===== src/rtl/rv32_pkg.sv =====
// Shared RV32I definitions: ALU op codes, opcode and funct3 constants,
// immediate-format selector and the ID/EX pipeline entry layout.
package rv32_pkg;

  localparam int XLEN = 32;

  typedef enum logic [3:0] {
    ALU_ADD  = 4'd0,
    ALU_SUB  = 4'd1,
    ALU_AND  = 4'd2,
    ALU_OR   = 4'd3,
    ALU_XOR  = 4'd4,
    ALU_SLT  = 4'd5,
    ALU_SLTU = 4'd6,
    ALU_SLL  = 4'd7,
    ALU_SRL  = 4'd8,
    ALU_SRA  = 4'd9,
    ALU_JALR = 4'd10
  } alu_op_e;

  typedef enum logic [2:0] {
    IMM_I = 3'd0,
    IMM_S = 3'd1,
    IMM_B = 3'd2,
    IMM_U = 3'd3,
    IMM_J = 3'd4
  } imm_sel_e;

  localparam logic [6:0] OPC_OP     = 7'b0110011;
  localparam logic [6:0] OPC_OP_IMM = 7'b0010011;
  localparam logic [6:0] OPC_LUI    = 7'b0110111;
  localparam logic [6:0] OPC_AUIPC  = 7'b0010111;
  localparam logic [6:0] OPC_JAL    = 7'b1101111;
  localparam logic [6:0] OPC_JALR   = 7'b1100111;
  localparam logic [6:0] OPC_LOAD   = 7'b0000011;
  localparam logic [6:0] OPC_STORE  = 7'b0100011;
  localparam logic [6:0] OPC_BRANCH = 7'b1100011;

  localparam logic [2:0] F3_ADD_SUB = 3'b000;
  localparam logic [2:0] F3_SLL     = 3'b001;
  localparam logic [2:0] F3_SLT     = 3'b010;
  localparam logic [2:0] F3_SLTU    = 3'b011;
  localparam logic [2:0] F3_XOR     = 3'b100;
  localparam logic [2:0] F3_SRL_SRA = 3'b101;
  localparam logic [2:0] F3_OR      = 3'b110;
  localparam logic [2:0] F3_AND     = 3'b111;

  localparam logic [2:0] F3_BEQ  = 3'b000;
  localparam logic [2:0] F3_BNE  = 3'b001;
  localparam logic [2:0] F3_BLT  = 3'b100;
  localparam logic [2:0] F3_BGE  = 3'b101;
  localparam logic [2:0] F3_BLTU = 3'b110;
  localparam logic [2:0] F3_BGEU = 3'b111;

  typedef struct packed {
    alu_op_e         alu_control;
    logic [XLEN-1:0] operand_a;
    logic [XLEN-1:0] operand_b;
    logic [4:0]      rd;
    logic            reg_write;
    logic [XLEN-1:0] link_pc;
    logic            is_branch;
    logic            is_jump;
    logic [2:0]      br_funct3;
    logic            illegal;
  } issue_entry_t;

endpackage


===== src/rtl/imm_gen.sv =====
// Sign-extended immediate extraction for the I/S/B/U/J instruction formats.
// Only instr[31:7] carries immediate bits, so the opcode is not an input.
module imm_gen
  import rv32_pkg::*;
(
  input  logic [31:7]     instr,
  input  imm_sel_e        imm_sel,
  output logic [XLEN-1:0] imm
);

  // Pick the immediate layout requested by the decoder; all sign-extend from bit 31.
  always_comb begin
    imm = {{21{instr[31]}}, instr[30:20]};
    case (imm_sel)
      IMM_I: imm = {{21{instr[31]}}, instr[30:20]};
      IMM_S: imm = {{21{instr[31]}}, instr[30:25], instr[11:7]};
      IMM_B: imm = {{20{instr[31]}}, instr[7], instr[30:25], instr[11:8], 1'b0};
      IMM_U: imm = {instr[31:12], 12'b0};
      IMM_J: imm = {{12{instr[31]}}, instr[19:12], instr[20], instr[30:21], 1'b0};
      default: imm = {{21{instr[31]}}, instr[30:20]};
    endcase
  end

endmodule


===== src/rtl/alu_issue_stage.sv =====
// ALU issue stage: decodes one RV32I instruction into ALU control, operands
// and side-band, then holds it in a single-entry ID/EX register with
// valid/ready flow control and flush.
module alu_issue_stage
  import rv32_pkg::*;
(
  input  logic            clk,
  input  logic            rst_n,
  input  logic            in_valid,
  output logic            in_ready,
  input  logic [31:0]     instr,
  input  logic [XLEN-1:0] pc,
  input  logic [XLEN-1:0] rs1_data,
  input  logic [XLEN-1:0] rs2_data,
  input  logic            flush,
  output logic            out_valid,
  input  logic            out_ready,
  output logic [XLEN-1:0] operand_a,
  output logic [XLEN-1:0] operand_b,
  output logic [3:0]      alu_control,
  output logic [4:0]      rd,
  output logic            reg_write,
  output logic [XLEN-1:0] link_pc,
  output logic            is_branch,
  output logic            is_jump,
  output logic [2:0]      br_funct3,
  output logic            illegal
);

  logic [6:0]      opcode;
  logic [2:0]      funct3;
  logic [6:0]      funct7;
  logic [XLEN-1:0] shamt;
  imm_sel_e        imm_sel;
  logic [XLEN-1:0] imm;
  issue_entry_t    dec;
  logic            writes_rd;
  logic            capture;
  logic            valid_d, valid_q;
  issue_entry_t    entry_d, entry_q;

  assign opcode = instr[6:0];
  assign funct3 = instr[14:12];
  assign funct7 = instr[31:25];
  assign shamt  = {{(XLEN-5){1'b0}}, instr[24:20]};

  // Immediate format depends only on the opcode.
  always_comb begin
    imm_sel = IMM_I;
    case (opcode)
      OPC_STORE:           imm_sel = IMM_S;
      OPC_BRANCH:          imm_sel = IMM_B;
      OPC_LUI, OPC_AUIPC:  imm_sel = IMM_U;
      OPC_JAL:             imm_sel = IMM_J;
      default:             imm_sel = IMM_I;
    endcase
  end

  imm_gen u_imm_gen (
    .instr   (instr[31:7]),
    .imm_sel (imm_sel),
    .imm     (imm)
  );

  // Decode the instruction into the entry that would be captured this cycle.
  always_comb begin
    dec             = '0;
    dec.alu_control = ALU_ADD;
    dec.rd          = instr[11:7];
    writes_rd       = 1'b0;
    case (opcode)
      OPC_OP: begin
        dec.operand_a = rs1_data;
        dec.operand_b = rs2_data;
        writes_rd     = 1'b1;
        case (funct3)
          F3_ADD_SUB: dec.alu_control = funct7[5] ? ALU_SUB : ALU_ADD;
          F3_SLL:     dec.alu_control = ALU_SLL;
          F3_SLT:     dec.alu_control = ALU_SLT;
          F3_SLTU:    dec.alu_control = ALU_SLTU;
          F3_XOR:     dec.alu_control = ALU_XOR;
          F3_SRL_SRA: dec.alu_control = funct7[5] ? ALU_SRA : ALU_SRL;
          F3_OR:      dec.alu_control = ALU_OR;
          default:    dec.alu_control = ALU_AND;
        endcase
      end
      OPC_OP_IMM: begin
        dec.operand_a = rs1_data;
        dec.operand_b = imm;
        writes_rd     = 1'b1;
        case (funct3)
          F3_ADD_SUB: dec.alu_control = ALU_ADD;
          F3_SLL: begin
            dec.operand_b   = shamt;
            dec.alu_control = ALU_SLL;
            dec.illegal     = (funct7 != 7'h00);
          end
          F3_SLT:  dec.alu_control = ALU_SLT;
          F3_SLTU: dec.alu_control = ALU_SLTU;
          F3_XOR:  dec.alu_control = ALU_XOR;
          F3_SRL_SRA: begin
            dec.operand_b   = shamt;
            dec.alu_control = funct7[5] ? ALU_SRA : ALU_SRL;
            dec.illegal     = (funct7 != 7'h00) && (funct7 != 7'h20);
          end
          F3_OR:   dec.alu_control = ALU_OR;
          default: dec.alu_control = ALU_AND;
        endcase
      end
      OPC_LUI: begin
        dec.operand_b = imm;
        writes_rd     = 1'b1;
      end
      OPC_AUIPC: begin
        dec.operand_a = pc;
        dec.operand_b = imm;
        writes_rd     = 1'b1;
      end
      OPC_JAL: begin
        dec.operand_a = pc;
        dec.operand_b = imm;
        dec.is_jump   = 1'b1;
        dec.link_pc   = pc + 32'd4;
        writes_rd     = 1'b1;
      end
      OPC_JALR: begin
        dec.operand_a   = rs1_data;
        dec.operand_b   = imm;
        dec.alu_control = ALU_JALR;
        dec.is_jump     = 1'b1;
        dec.link_pc     = pc + 32'd4;
        writes_rd       = 1'b1;
      end
      OPC_LOAD: begin
        dec.operand_a = rs1_data;
        dec.operand_b = imm;
        writes_rd     = 1'b1;
      end
      OPC_STORE: begin
        dec.operand_a = rs1_data;
        dec.operand_b = imm;
      end
      OPC_BRANCH: begin
        dec.operand_a = rs1_data;
        dec.operand_b = rs2_data;
        dec.is_branch = 1'b1;
        dec.br_funct3 = funct3;
        case (funct3)
          F3_BEQ, F3_BNE:   dec.alu_control = ALU_SUB;
          F3_BLT, F3_BGE:   dec.alu_control = ALU_SLT;
          F3_BLTU, F3_BGEU: dec.alu_control = ALU_SLTU;
          default:          dec.illegal     = 1'b1;
        endcase
      end
      default: dec.illegal = 1'b1;
    endcase
    // An illegal encoding still flows but must have no architectural side effect.
    if (dec.illegal) begin
      dec.alu_control = ALU_ADD;
      dec.is_branch   = 1'b0;
      dec.is_jump     = 1'b0;
      dec.br_funct3   = 3'b000;
      dec.link_pc     = '0;
      writes_rd       = 1'b0;
    end
    dec.reg_write = writes_rd && (dec.rd != 5'd0);
  end

  assign in_ready = !valid_q || out_ready;
  assign capture  = in_valid && in_ready && !flush;

  // Next state of the ID/EX register: flush wins, then capture, then consume.
  always_comb begin
    valid_d = valid_q;
    entry_d = entry_q;
    if (flush) begin
      valid_d = 1'b0;
    end else if (capture) begin
      valid_d = 1'b1;
      entry_d = dec;
    end else if (out_ready) begin
      valid_d = 1'b0;
    end
  end

  // ID/EX pipeline register with asynchronous active-low reset.
  always_ff @(posedge clk or negedge rst_n) begin
    if (!rst_n) begin
      valid_q <= 1'b0;
      entry_q <= '0;
    end else begin
      valid_q <= valid_d;
      entry_q <= entry_d;
    end
  end

  assign out_valid   = valid_q;
  assign operand_a   = entry_q.operand_a;
  assign operand_b   = entry_q.operand_b;
  assign alu_control = entry_q.alu_control;
  assign rd          = entry_q.rd;
  assign reg_write   = entry_q.reg_write;
  assign link_pc     = entry_q.link_pc;
  assign is_branch   = entry_q.is_branch;
  assign is_jump     = entry_q.is_jump;
  assign br_funct3   = entry_q.br_funct3;
  assign illegal     = entry_q.illegal;

endmodule


===== config.mk =====
export PLATFORM = sky130hd
export DESIGN_NAME = alu_issue_stage
export DESIGN_NICKNAME = d
export VERILOG_FILES = /design/src/rtl/rv32_pkg.sv /design/src/rtl/imm_gen.sv /design/src/rtl/alu_issue_stage.sv
export SDC_FILE = /design/constraint.sdc
export NUM_CORES = 1
export LEC_CHECK = 0
export BUFFER_PORTS_ARGS = -buffer_cell sky130_fd_sc_hd__buf_4
export CAP_MARGIN = 20
export CORE_ASPECT_RATIO = 0.9
export CORE_MARGIN = 2
export CORE_UTILIZATION = 25
export DETAILED_ROUTE_END_ITERATION = 8
export GPL_ROUTABILITY_DRIVEN = 0
export SYNTH_ARGS = -nofsm -noshare
export SYNTH_HDL_FRONTEND = slang
export SYNTH_SLANG_ARGS = --single-unit

===== constraint.sdc =====
create_clock -name clk -period 4 [get_ports clk]
set_input_delay 0.2 -clock clk [delete_from_list [all_inputs] [get_ports clk]]
set_output_delay 0.2 -clock clk [all_outputs]
set_load 0.01 [all_outputs]

==> results of run 1 <==
==> cells in the mapped netlist (2+ instances only) <==
master / count
sky130_fd_sc_hd__a22oi_1: 5
sky130_fd_sc_hd__xor2_1: 24
sky130_fd_sc_hd__buf_1: 2
sky130_fd_sc_hd__and3_1: 19
sky130_fd_sc_hd__inv_1: 4
sky130_fd_sc_hd__nand2b_1: 3
sky130_fd_sc_hd__o211a_1: 4
sky130_fd_sc_hd__nand2_1: 76
sky130_fd_sc_hd__clkbuf_1: 28
sky130_fd_sc_hd__a22o_1: 3
sky130_fd_sc_hd__a221o_1: 6
sky130_fd_sc_hd__and4_1: 3
sky130_fd_sc_hd__xnor2_1: 6
sky130_fd_sc_hd__dfrtp_1: 113
sky130_fd_sc_hd__buf_6: 2
sky130_fd_sc_hd__o22ai_1: 16
sky130_fd_sc_hd__nor2_1: 104
sky130_fd_sc_hd__o21ai_0: 42
sky130_fd_sc_hd__nand4_1: 10
sky130_fd_sc_hd__nor3b_2: 2
sky130_fd_sc_hd__a221oi_1: 37
sky130_fd_sc_hd__nor2b_1: 7
sky130_fd_sc_hd__o21ai_1: 7
sky130_fd_sc_hd__a31oi_1: 2
sky130_fd_sc_hd__nand4b_1: 3
sky130_fd_sc_hd__nor4_4: 2
sky130_fd_sc_hd__nor3_1: 7
sky130_fd_sc_hd__buf_2: 10
sky130_fd_sc_hd__a21oi_1: 40
sky130_fd_sc_hd__or3b_2: 2
sky130_fd_sc_hd__nand3_1: 20
sky130_fd_sc_hd__o31ai_1: 5
==> worst max-delay path: stages <==
cell and delay [ns]:
sky130_fd_sc_hd__dlygate4sd3_1 0.53, sky130_fd_sc_hd__buf_4 0.13, sky130_fd_sc_hd__nor2b_1 0.28, sky130_fd_sc_hd__and2_2 0.76
sky130_fd_sc_hd__a32oi_2 0.18, sky130_fd_sc_hd__a311o_1 0.50, sky130_fd_sc_hd__o21ai_0 0.21
==> registers in the layout, indices dropped and copies added (netlist names), 3 cells and up <==
signal / count
link_pc: 32
alu_control: 4
operand_b: 32
br_funct3: 3
operand_a: 32
rd: 5
==> per-layer routing <==
layer	up-vias	share of wire (%)	routed length (microns)	GRT usage [%]
li1	2786	-	-	-
met1	2918	43	9390	22.8
met2	256	47	10200	27.8
met3	20	9.3	2050	6.42
met4	0	1.5	320	5.43
met5	-	0	0	0
==> cells by family after synthesis <==
family	after synthesis	share of synthesized area (%)
fa+ha+maj	1	0.214
flops	113	48.4
buf+inv	47	3.56
compound gates	181	21.1
xor+xnor	30	4.50
simple gates	270	22.2
==> layout make-up <==
cell class                 instances  share of cell area [%]
clock inverter                     9                    1.50
inverter                           4                   0.175
clock buffer                      23                    5.68
tap                              302                    4.40
sequential                       113                    32.9
timing repair buffer             255                    22.6
multi-input combinational        482                    32.8
==> layout by cell type (no fill, tap or decap), types with 7 or more instances in the layout <==
| cell | netlist | routed |
|---|---|---|
| sky130_fd_sc_hd__dfrtp_1 | 113 | 113 |
| sky130_fd_sc_hd__a221oi_1 | 37 | 37 |
| sky130_fd_sc_hd__nor2b_1 | 7 | 7 |
| sky130_fd_sc_hd__a21oi_1 | 40 | 40 |
| sky130_fd_sc_hd__nand3_1 | 20 | 20 |
| sky130_fd_sc_hd__o22ai_1 | 16 | 16 |
| sky130_fd_sc_hd__nand2_1 | 76 | 75 |
| sky130_fd_sc_hd__clkbuf_16 | 0 | 17 |
| sky130_fd_sc_hd__buf_4 | 1 | 252 |
| sky130_fd_sc_hd__o21ai_0 | 42 | 42 |
| sky130_fd_sc_hd__nand4_1 | 10 | 10 |
| sky130_fd_sc_hd__o21ai_1 | 7 | 7 |
| sky130_fd_sc_hd__and3_1 | 19 | 19 |
| sky130_fd_sc_hd__xor2_1 | 24 | 24 |
| sky130_fd_sc_hd__nor2_1 | 104 | 103 |
==> how the worst max path moves through the flow <==
stage | from | end
floorplan | out_valid | operand_b[14]
global placement | instr[6] | operand_a[17]
detailed placement | instr[6] | operand_a[21]
CTS | flush | operand_b[27]
global route | flush | operand_b[27]
finish | flush | operand_b[27]
==> through the flow <==
step           setup WS [ns]  cells  power (mW)  util [%]
2_1_floorplan           2.30    642        1.54         -
3_3_place_gp            1.64   1153        1.91      34.3
3_5_place_dp            1.59   1153        1.91      34.3
4_1_cts                 1.54   1187        3.53      37.0
5_1_grt                 1.35   1188        3.64      37.1
6_report                1.52   1188        3.48      37.1
==> power by group through the flow <==
stage | Sequential, mW | Clock, mW | Combinational (mW)
3_5_place_dp | 1.31 | 0 | 0.598
5_1_grt | 1.31 | 1.68 | 0.653
6_report | 1.29 | 1.60 | 0.594
2_1_floorplan | 1.35 | 0 | 0.189
4_1_cts | 1.29 | 1.63 | 0.601
3_3_place_gp | 1.31 | 0 | 0.596
==> parameters.txt, run 1 <==
Parameter                              Value

Power
  Combinational fraction of design power    17.1%
  Clock group share of total power    45.8%
  Power dissipated by switching net loads    917 uW
  Internal power    2.57 mW
  Portion of total power attributed to sequential cells    37.1%
  Net Sw Frac    26.3%
  Leak    4.05 nW
  Worst ir drop on vdd    0.203 mV
  PD cells    405 nW/um^2

Place
  Number of buffer cells added on primary ports    246
  HPWL Detailed    15900 microns
  Post-detailed-placement cell area    7930 sq um

Synthesis
  Distinct cell type count of the synthesized netlist    60
  Mapped Nets    776
  Netlist area before placement    5840 sq um
  Synthesized netlist cell count    642
  Async set-or-reset flop fraction in the synthesized netlist    100%
  Post-synthesis area per instance    9.09 sq um
  Synth Flop Type    sky130_fd_sc_hd__dfrtp_1
  Portion of the post-synthesis area used by sequential elements    48.4%
  Library cell with the largest summed area after synthesis    sky130_fd_sc_hd__dfrtp_1
  Number of synthesized flops with an enable pin    0
  Synth top area share    48.4%
  Largest cells by area after synthesis    sky130_fd_sc_hd__dfrtp_1 48%, sky130_fd_sc_hd__nor2_1 6.7%, sky130_fd_sc_hd__a221oi_1 5.6%
  Synthesized flop and latch total    113
  Yosys warning count    0

Critical path
  Endpoint type of the worst setup path    flip-flop
  Startpoint types    input port
  Critical path data required time    4.33 ns
  Beginning of the worst register-to-register path    out_valid
  Data arrival at the endpoint of the critical path    2.81 ns
  Length in cells of the worst reg-to-reg path    4
  Crit Path Max Fanout    39
  Flop-to-flop setup slack    1.68 ns
  Critical setup path kind    in -> reg
  Worst reg2reg path endpoint    link_pc[8]

STA
  Final setup TNS    0 ns
  Final worst clock skew    0.00847 ns
  Number of endpoints with negative hold slack in the final report    0
  Unrepaired setup endpoints after global routing    false
  Setup-violating endpoint count in the final report    0
  Final Cycle Share    62.0%
  Count of final max-slew check failures    0
  Max Freq    403 MHz
  Slew HR    34.5%
  Tightest Pin Transition    0.981 ns
  Post-route minimum period    2.48 ns
  Worst hold margin    0.0247 ns

Worst hold path
  Min-Delay Endpoint    rd[2]
  Worst Hold Depth    3
  Type of the most critical hold path    in -> reg
  Beginning of the worst hold path    instr[9]

Clocking
  Hold Buf Count CTS    2
  Worst-Skew Late Latency    0.41 ns
  Clock transition at the registers of the reported paths    0.05 ns
  Number of buffers added by the clock tree synthesis step    17
  Longest Clk Path Bufs    2
  TritonCTS clock tree    done
  Number of gates resized after CTS    0
  # Post-CTS Setup Buffers    0
  Number of sinks handled by clock tree synthesis    113
  Root buffer cell    sky130_fd_sc_hd__clkbuf_16
  Max H-tree Level    4

Route
  Number of iterations in the first detailed-routing pass    5
  Number of vias in the routed layout    5980
  WL/cell    18.5 microns
  Violation count after the first detailed-route iteration    409
  Post-route DRC violation count    0
  Via count normalized by instance count    5.03
  DRT Wirelength    22000 microns
  Count of nets left with antenna violations after detail routing    0

Cells and area
  Relative area change from synthesis to final layout    47.2%
  Inserted Diodes    0
  Area of the multi-input gates    2820 sq um
  Net count of the finished layout    1007
  Post-route standard cell area excluding fillers    8590 sq um
  Sequential Area    2830 sq um
  Fill count    2352
  Fraction of layout cells with a size suffix above 1    34.3%

Global route
  Maximum number of pins on one net before global-route repair    62
  All-Layer GR Usage    17.7%
  First-pass GRT wire length    33100 microns
  Antenna violations before repair    0
  Number of global-route vias before repair    5794
  Global route total overflow    0

Status
  Outcome    finished, final reports clean

Die
  Rows    53
  Number of ports placed on the die boundary    247
  Area of the core    23100 sq um
  Initial core utilization    25.2%
  Full die area    24600 sq um
  Die boundary width    165 microns
  Floorplan die height    149 microns

Job
  Number of max-cap violations    0
(Power assumes the default switching activity.)
==> run 2, diff against run 1 <==
clock period = 2.4 ns   (was 4 ns; I/O delays follow)
==> parameters.txt, run 2 (synthesized netlist as in run 1, its figures left out) <==
Parameter                              Value

Cells and area
  Share of the core filled with cells in the final layout    40.2% (+3.0 points)
  Relative area change from synthesis to final layout    59.3%
  Commonest non-fill, non-tap cell in the layout    sky130_fd_sc_hd__buf_4
  Inserted Diodes    0 (unchanged)
  Commonest cells after routing, fill and taps aside    255 x sky130_fd_sc_hd__buf_4, 113 x sky130_fd_sc_hd__dfrtp_1, 103 x sky130_fd_sc_hd__nor2_1
  Net count of the finished layout    1086 (+7.8%)
  Post-route standard cell area excluding fillers    9300 sq um (+8.2%)
  Fraction of layout cells with a size suffix above 1    31.8% (-2.5 points)
  Non-filler instance count after layout    1263 (+6.3%)

Die
  Die boundary width    165 microns (unchanged)
  Floorplan die height    149 microns (unchanged)
  Area of the core    23100 sq um (unchanged)
  Full die area    24600 sq um (unchanged)
  Rows    53 (unchanged)
  Number of ports placed on the die boundary    247 (unchanged)
  Initial core utilization    25.2% (unchanged)

Critical path
  Length in cells of the worst reg-to-reg path    6 (+2)
  Worst reg2reg path endpoint    operand_b[23]
  Startpoint of the most critical setup path    flush
  Worst setup endpoint    operand_b[23]
  Critical setup path kind    in -> reg
  Critical path data required time    2.75 ns (-1.58 ns)
  Count of buffer and inverter cells on the critical path    3 (+1)
  Endpoint type of the worst setup path    flip-flop
  Most used cell, CP    sky130_fd_sc_hd__dlygate4sd3_1
  Data arrival at the endpoint of the critical path    2.65 ns (-0.16 ns)
  Delay-heaviest family, CP    buffers and inverters
  CP Cell Sequence    dlygate4sd3_1 > buf_4 > nor2b_1 > o2111a_1 > a32oi_2 > a311o_2 > o22ai_1 > dlygate4sd3_1
  Slowest library cell on the worst path    sky130_fd_sc_hd__dlygate4sd3_1
  Flop-to-flop setup slack    0.20 ns (-1.48 ns)
  Crit Path Max Fanout    11 (-72%)
  Biggest cell delay along the critical path    0.56 ns (-0.20 ns)
  Beginning of the worst register-to-register path    out_valid
  Path length in cells of the critical path    8 (+1)
  Startpoint types    input port

Clocking
  Root buffer cell    sky130_fd_sc_hd__clkbuf_16
  Longest Clk Path Bufs    2 (unchanged)
  # Post-CTS Setup Buffers    0 (unchanged)
  Number of buffers added by the clock tree synthesis step    17 (unchanged)
  Clock transition at the registers of the reported paths    0.06 ns (about the same)
  Max H-tree Level    4 (unchanged)
  Worst-Skew Late Latency    0.41 ns (about the same)
  TritonCTS clock tree    done
  Number of sinks handled by clock tree synthesis    113 (unchanged)

STA
  Post-route minimum period    2.30 ns
  Unrepaired setup endpoints after global routing    false
  Final setup TNS    0 ns (unchanged)
  Final worst clock skew    0.00765 ns (-0.000815 ns)
  Setup-violating endpoint count in the final report    0 (unchanged)
  Worst hold margin    0.0232 ns (-0.00152 ns)
  Max Freq    434 MHz
  Count of final max-slew check failures    0 (unchanged)
  Number of endpoints with negative hold slack in the final report    0 (unchanged)
  Slew HR    37.5% (+3.0 points)
  Tightest Pin Transition    0.938 ns (-0.0434 ns)
  Final Cycle Share    96.0%

Route
  Via count normalized by instance count    4.95 (-1.6%)
  DRT Wirelength    22200 microns (+1.1%)
  WL/cell    17.6 microns (-4.9%)
  Violation count after the first detailed-route iteration    332 (-19%)
  Count of nets left with antenna violations after detail routing    0 (unchanged)
  Post-route DRC violation count    0 (unchanged)
  Number of iterations in the first detailed-routing pass    4 (-1)
  Number of vias in the routed layout    6256 (+4.6%)

Place
  Number of buffer cells added on primary ports    246 (unchanged)
  HPWL Detailed    15500 microns (-2.5%)
  Post-detailed-placement cell area    7990 sq um (+0.79%)
  Count of placed standard cells including taps    1158 (+0.43%)

Global route
  Antenna violations before repair    1 (+1)
  Maximum number of pins on one net before global-route repair    114 (+84%)
  First-pass GRT wire length    34700 microns (+4.6%)
  Global route total overflow    0 (unchanged)
  Number of global-route vias before repair    6297 (+8.7%)
  All-Layer GR Usage    18.2% (+0.48 points)

Power
  Leak    4.38 nW (+8.1%)
  PD cells    604 nW/um^2 (+49%)
  Worst ir drop on vdd    0.343 mV (+69%)

Status
  Outcome    finished, final reports clean

Job
  Number of max-cap violations    0 (unchanged)

Worst hold path
  Type of the most critical hold path    in -> reg
[run 2: cell count changes in the layout (fill, tap and decap cells not counted), moves of 2 or more]
cell	before	now
sky130_fd_sc_hd__dlygate4sd3_1	2	77
sky130_fd_sc_hd__buf_4	252	255
sky130_fd_sc_hd__clkinv_2	3	5
sky130_fd_sc_hd__bufinv_16	3	1
sky130_fd_sc_hd__buf_12	0	2
[run 2: layout make-up]
| class | instances | area, sq um |
|---|---|---|
| repair buffers | 334 | 2730 |
| fillers | 2355 | 13800 |
| clock buffers | 21 | 470 |
| inverters | 4 | 15.0 |
| well taps | 302 | 378 |
| multi-input cells | 482 | 2820 |
| flip-flops and latches | 113 | 2830 |
| clock inverters | 7 | 62.6 |
[run 2: tightest hold or removal path, delay by kind of cell]
family / cells / cell delay [ns]
buffers and inverters: 1 / 0.08
AO/OA/AOI/OAI: 2 / 0.19
[run 2: worst min-delay path by stage]
stage | start | end | slack (ns) | depth (start not counted)
2_1_floorplan | rst_n | alu_control[0] | -0.18 | 0
3_3_place_gp | rst_n | operand_a[0] | 0.27 | 2
3_5_place_dp | rst_n | operand_a[0] | 0.27 | 2
4_1_cts | pc[26] | operand_a[26] | 0.0002 | 3
5_1_grt | rs2_data[25] | operand_b[25] | 0.01 | 3
6_report | instr[17] | operand_b[17] | 0.02 | 3
[run 2: metrics by stage]
stage | power (mW) | setup slack, ns
2_1_floorplan | 2.56 | 0.701
3_3_place_gp | 3.18 | 0.558
3_5_place_dp | 3.19 | 0.506
4_1_cts | 5.70 | 0.0804
5_1_grt | 5.89 | 0.00254
6_report | 5.61 | 0.0952
[run 2: timing repair]
| action | CTS | global route |
|---|---|---|
| resized for setup | 0 | 1 |
| setup endpoints to repair | 0 | 1 |
| hold endpoints to repair | 172 | 0 |
| hold buffers | 77 | 0 |
[run 2: where the power goes]
group | total [mW] | leakage, nW | switching (mW) | internal (mW)
Clock | 2.35 | 0.266 | 0.881 | 1.47
Combinational | 1.11 | 2.65 | 0.536 | 0.570
Sequential | 2.16 | 1.46 | 0.0944 | 2.06
[run 2: routing by layer]
metal / share of wire, % / wire length [microns] / GRT usage [%]
met1: 44 / 9700 / 23.9
met2: 47 / 10400 / 28.2
met3: 7.3 / 1630 / 6.01
met4: 2.1 / 463 / 5.87
met5: 0.072 / 16 / 0
==> run 3, diff against run 2 <==
SETUP_SLACK_MARGIN = 0.5   (was not set)
==> parameters.txt, run 3 (synthesized netlist as in run 1, its figures left out) <==
Parameter                              Value

Place
  Post-detailed-placement cell area    7990 sq um (unchanged)
  Number of buffer cells added on primary ports    246 (unchanged)
  HPWL Detailed    15500 microns (unchanged)

STA
  Final worst clock skew    0.00952 ns (+0.00187 ns)
  Setup-violating endpoint count in the final report    0 (unchanged)
  Post-route minimum period    1.80 ns (-0.508 ns)
  Worst hold margin    0.0227 ns (-0.000505 ns)
  Max Freq    556 MHz (+28%)
  Final Cycle Share    74.9% (-21 points)
  Number of endpoints with negative hold slack in the final report    0 (unchanged)
  Final setup TNS    0 ns (unchanged)
  Count of final max-slew check failures    0 (unchanged)
  Unrepaired setup endpoints after global routing    true
  Slew HR    54.9% (+17 points)
  Tightest Pin Transition    0.669 ns (-0.269 ns)

Clocking
  TritonCTS clock tree    done
  Number of buffers added by the clock tree synthesis step    17 (unchanged)
  Worst-Skew Late Latency    0.41 ns (about the same)
  Clock transition at the registers of the reported paths    0.05 ns (about the same)
  Number of sinks handled by clock tree synthesis    113 (unchanged)
  Root buffer cell    sky130_fd_sc_hd__clkbuf_16
  Longest Clk Path Bufs    2 (unchanged)
  Max H-tree Level    4 (unchanged)

Job
  Number of max-cap violations    0 (unchanged)

Worst hold path
  Worst Hold Depth    3 (unchanged)
  Type of the most critical hold path    in -> reg

Global route
  First-pass GRT wire length    34600 microns (about the same)
  All-Layer GR Usage    18.2% (about the same)
  Global route total overflow    0 (unchanged)
  Number of global-route vias before repair    6229 (-1.1%)
  Maximum number of pins on one net before global-route repair    114 (unchanged)
  Antenna violations before repair    1 (unchanged)

Route
  Via count normalized by instance count    4.95 (about the same)
  Violation count after the first detailed-route iteration    318 (-4.2%)
  Number of iterations in the first detailed-routing pass    4 (unchanged)
  DRT Wirelength    22300 microns (+0.20%)
  Number of vias in the routed layout    6257 (+0.016%)
  WL/cell    17.6 microns (+0.12%)
  Count of nets left with antenna violations after detail routing    0 (unchanged)
  Post-route DRC violation count    0 (unchanged)

Power
  Worst ir drop on vdd    0.344 mV (+0.31%)
  PD cells    602 nW/um^2 (-0.36%)
  Leak    4.37 nW (-0.31%)
  Overall power after layout    5.62 mW (about the same)

Cells and area
  Share of the core filled with cells in the final layout    40.4% (+0.18 points)
  Commonest cells after routing, fill and taps aside    255 x sky130_fd_sc_hd__buf_4, 113 x sky130_fd_sc_hd__dfrtp_1, 103 x sky130_fd_sc_hd__nor2_1
  Fraction of layout cells with a size suffix above 1    32.4% (+0.59 points)
  Commonest non-fill, non-tap cell in the layout    sky130_fd_sc_hd__buf_4
  Relative area change from synthesis to final layout    60.0%
  Inserted Diodes    0 (unchanged)
  Post-route standard cell area excluding fillers    9340 sq um (+0.44%)
  Net count of the finished layout    1087 (+0.092%)

Critical path
  CP Cell Sequence    dlygate4sd3_1 > buf_4 > ha_1 > and4_2 > nor3b_2 > buf_6 > nand4b_1 > xor2_1 > o21ai_0
  Data arrival at the endpoint of the critical path    2.06 ns (-0.59 ns)
  Endpoint type of the worst setup path    flip-flop
  Critical setup path kind    in -> reg
  Slowest library cell on the worst path    sky130_fd_sc_hd__dlygate4sd3_1
  Path length in cells of the critical path    9 (+1)
  Startpoint types    input port
  Count of buffer and inverter cells on the critical path    3 (unchanged)
  Critical path data required time    2.66 ns (-0.09 ns)
  Crit Path Max Fanout    8 (-3)
  Delay-heaviest family, CP    buffers and inverters
  Biggest cell delay along the critical path    0.54 ns (-0.02 ns)
  Length in cells of the worst reg-to-reg path    5 (-1)

Status
  Outcome    finished, final reports clean

Die
  Full die area    24600 sq um (unchanged)
  Die boundary width    165 microns (unchanged)
  Initial core utilization    25.2% (unchanged)
  Area of the core    23100 sq um (unchanged)
  Number of ports placed on the die boundary    247 (unchanged)
  Floorplan die height    149 microns (unchanged)
  Rows    53 (unchanged)
run 3: cell types whose count changed in the layout (fill, tap and decap cells not counted), sizes merged:
cell,previous run,this run
buf,257,258
run 3: per-layer routing:
layer	wire, microns	global-route usage, %
met1	9740	24.2
met2	10400	28.4
met3	1710	5.84
met4	376	5.26
met5	16	0
run 3: final cells by class:
type                            instances  area, sq um
Clock inverter                          7         62.6
Clock buffer                           21          470
Multi-Input combinational cell        482         2840
Inverter                                4         15.0
Sequential cell                       113         2830
Timing Repair Buffer                  335         2740
Tap cell                              302          378
Fill cell                            2339        13800
run 3: power by group:
part | switching [mW] | total, mW | internal, mW
clock | 0.889 | 2.36 | 1.47
sequential | 0.0942 | 2.16 | 2.06
combinational | 0.537 | 1.10 | 0.566
total | 1.52 | 5.62 | 4.10
run 3: per-stage QoR:
step | instances | setup slack (ns)
floorplan | 642 | 0.701
global placement | 1158 | 0.558
detailed placement | 1158 | 0.506
CTS | 1263 | 0.531
global route | 1264 | 0.468
finish | 1264 | 0.603
run 3: worst min-delay path, delay by kind of cell:
family,cells,cell delay (ns)
buf+inv,1,0.11
compound gates,1,0.07
simple gates,1,0.09
run 3: path summary, 6_finish.rpt:
check	from	endpoint	slack [ns]
max in group asynchronous	rst_n	operand_a[27]	1.55
max	pc[2]	link_pc[30]	0.60
min reg2reg	rd[4]	rd[4]	0.47
min in group asynchronous	rst_n	operand_a[0]	0.31
max reg2reg	out_valid	operand_b[27]	0.66
min	pc[26]	operand_a[26]	0.02
run 3: repair_timing:
item,in CTS,in global routing
resized for setup,0,9
endpoints found under the setup margin,0,46
endpoints found under the hold margin,172,0
buffers inserted,0,1
hold buffers,77,0
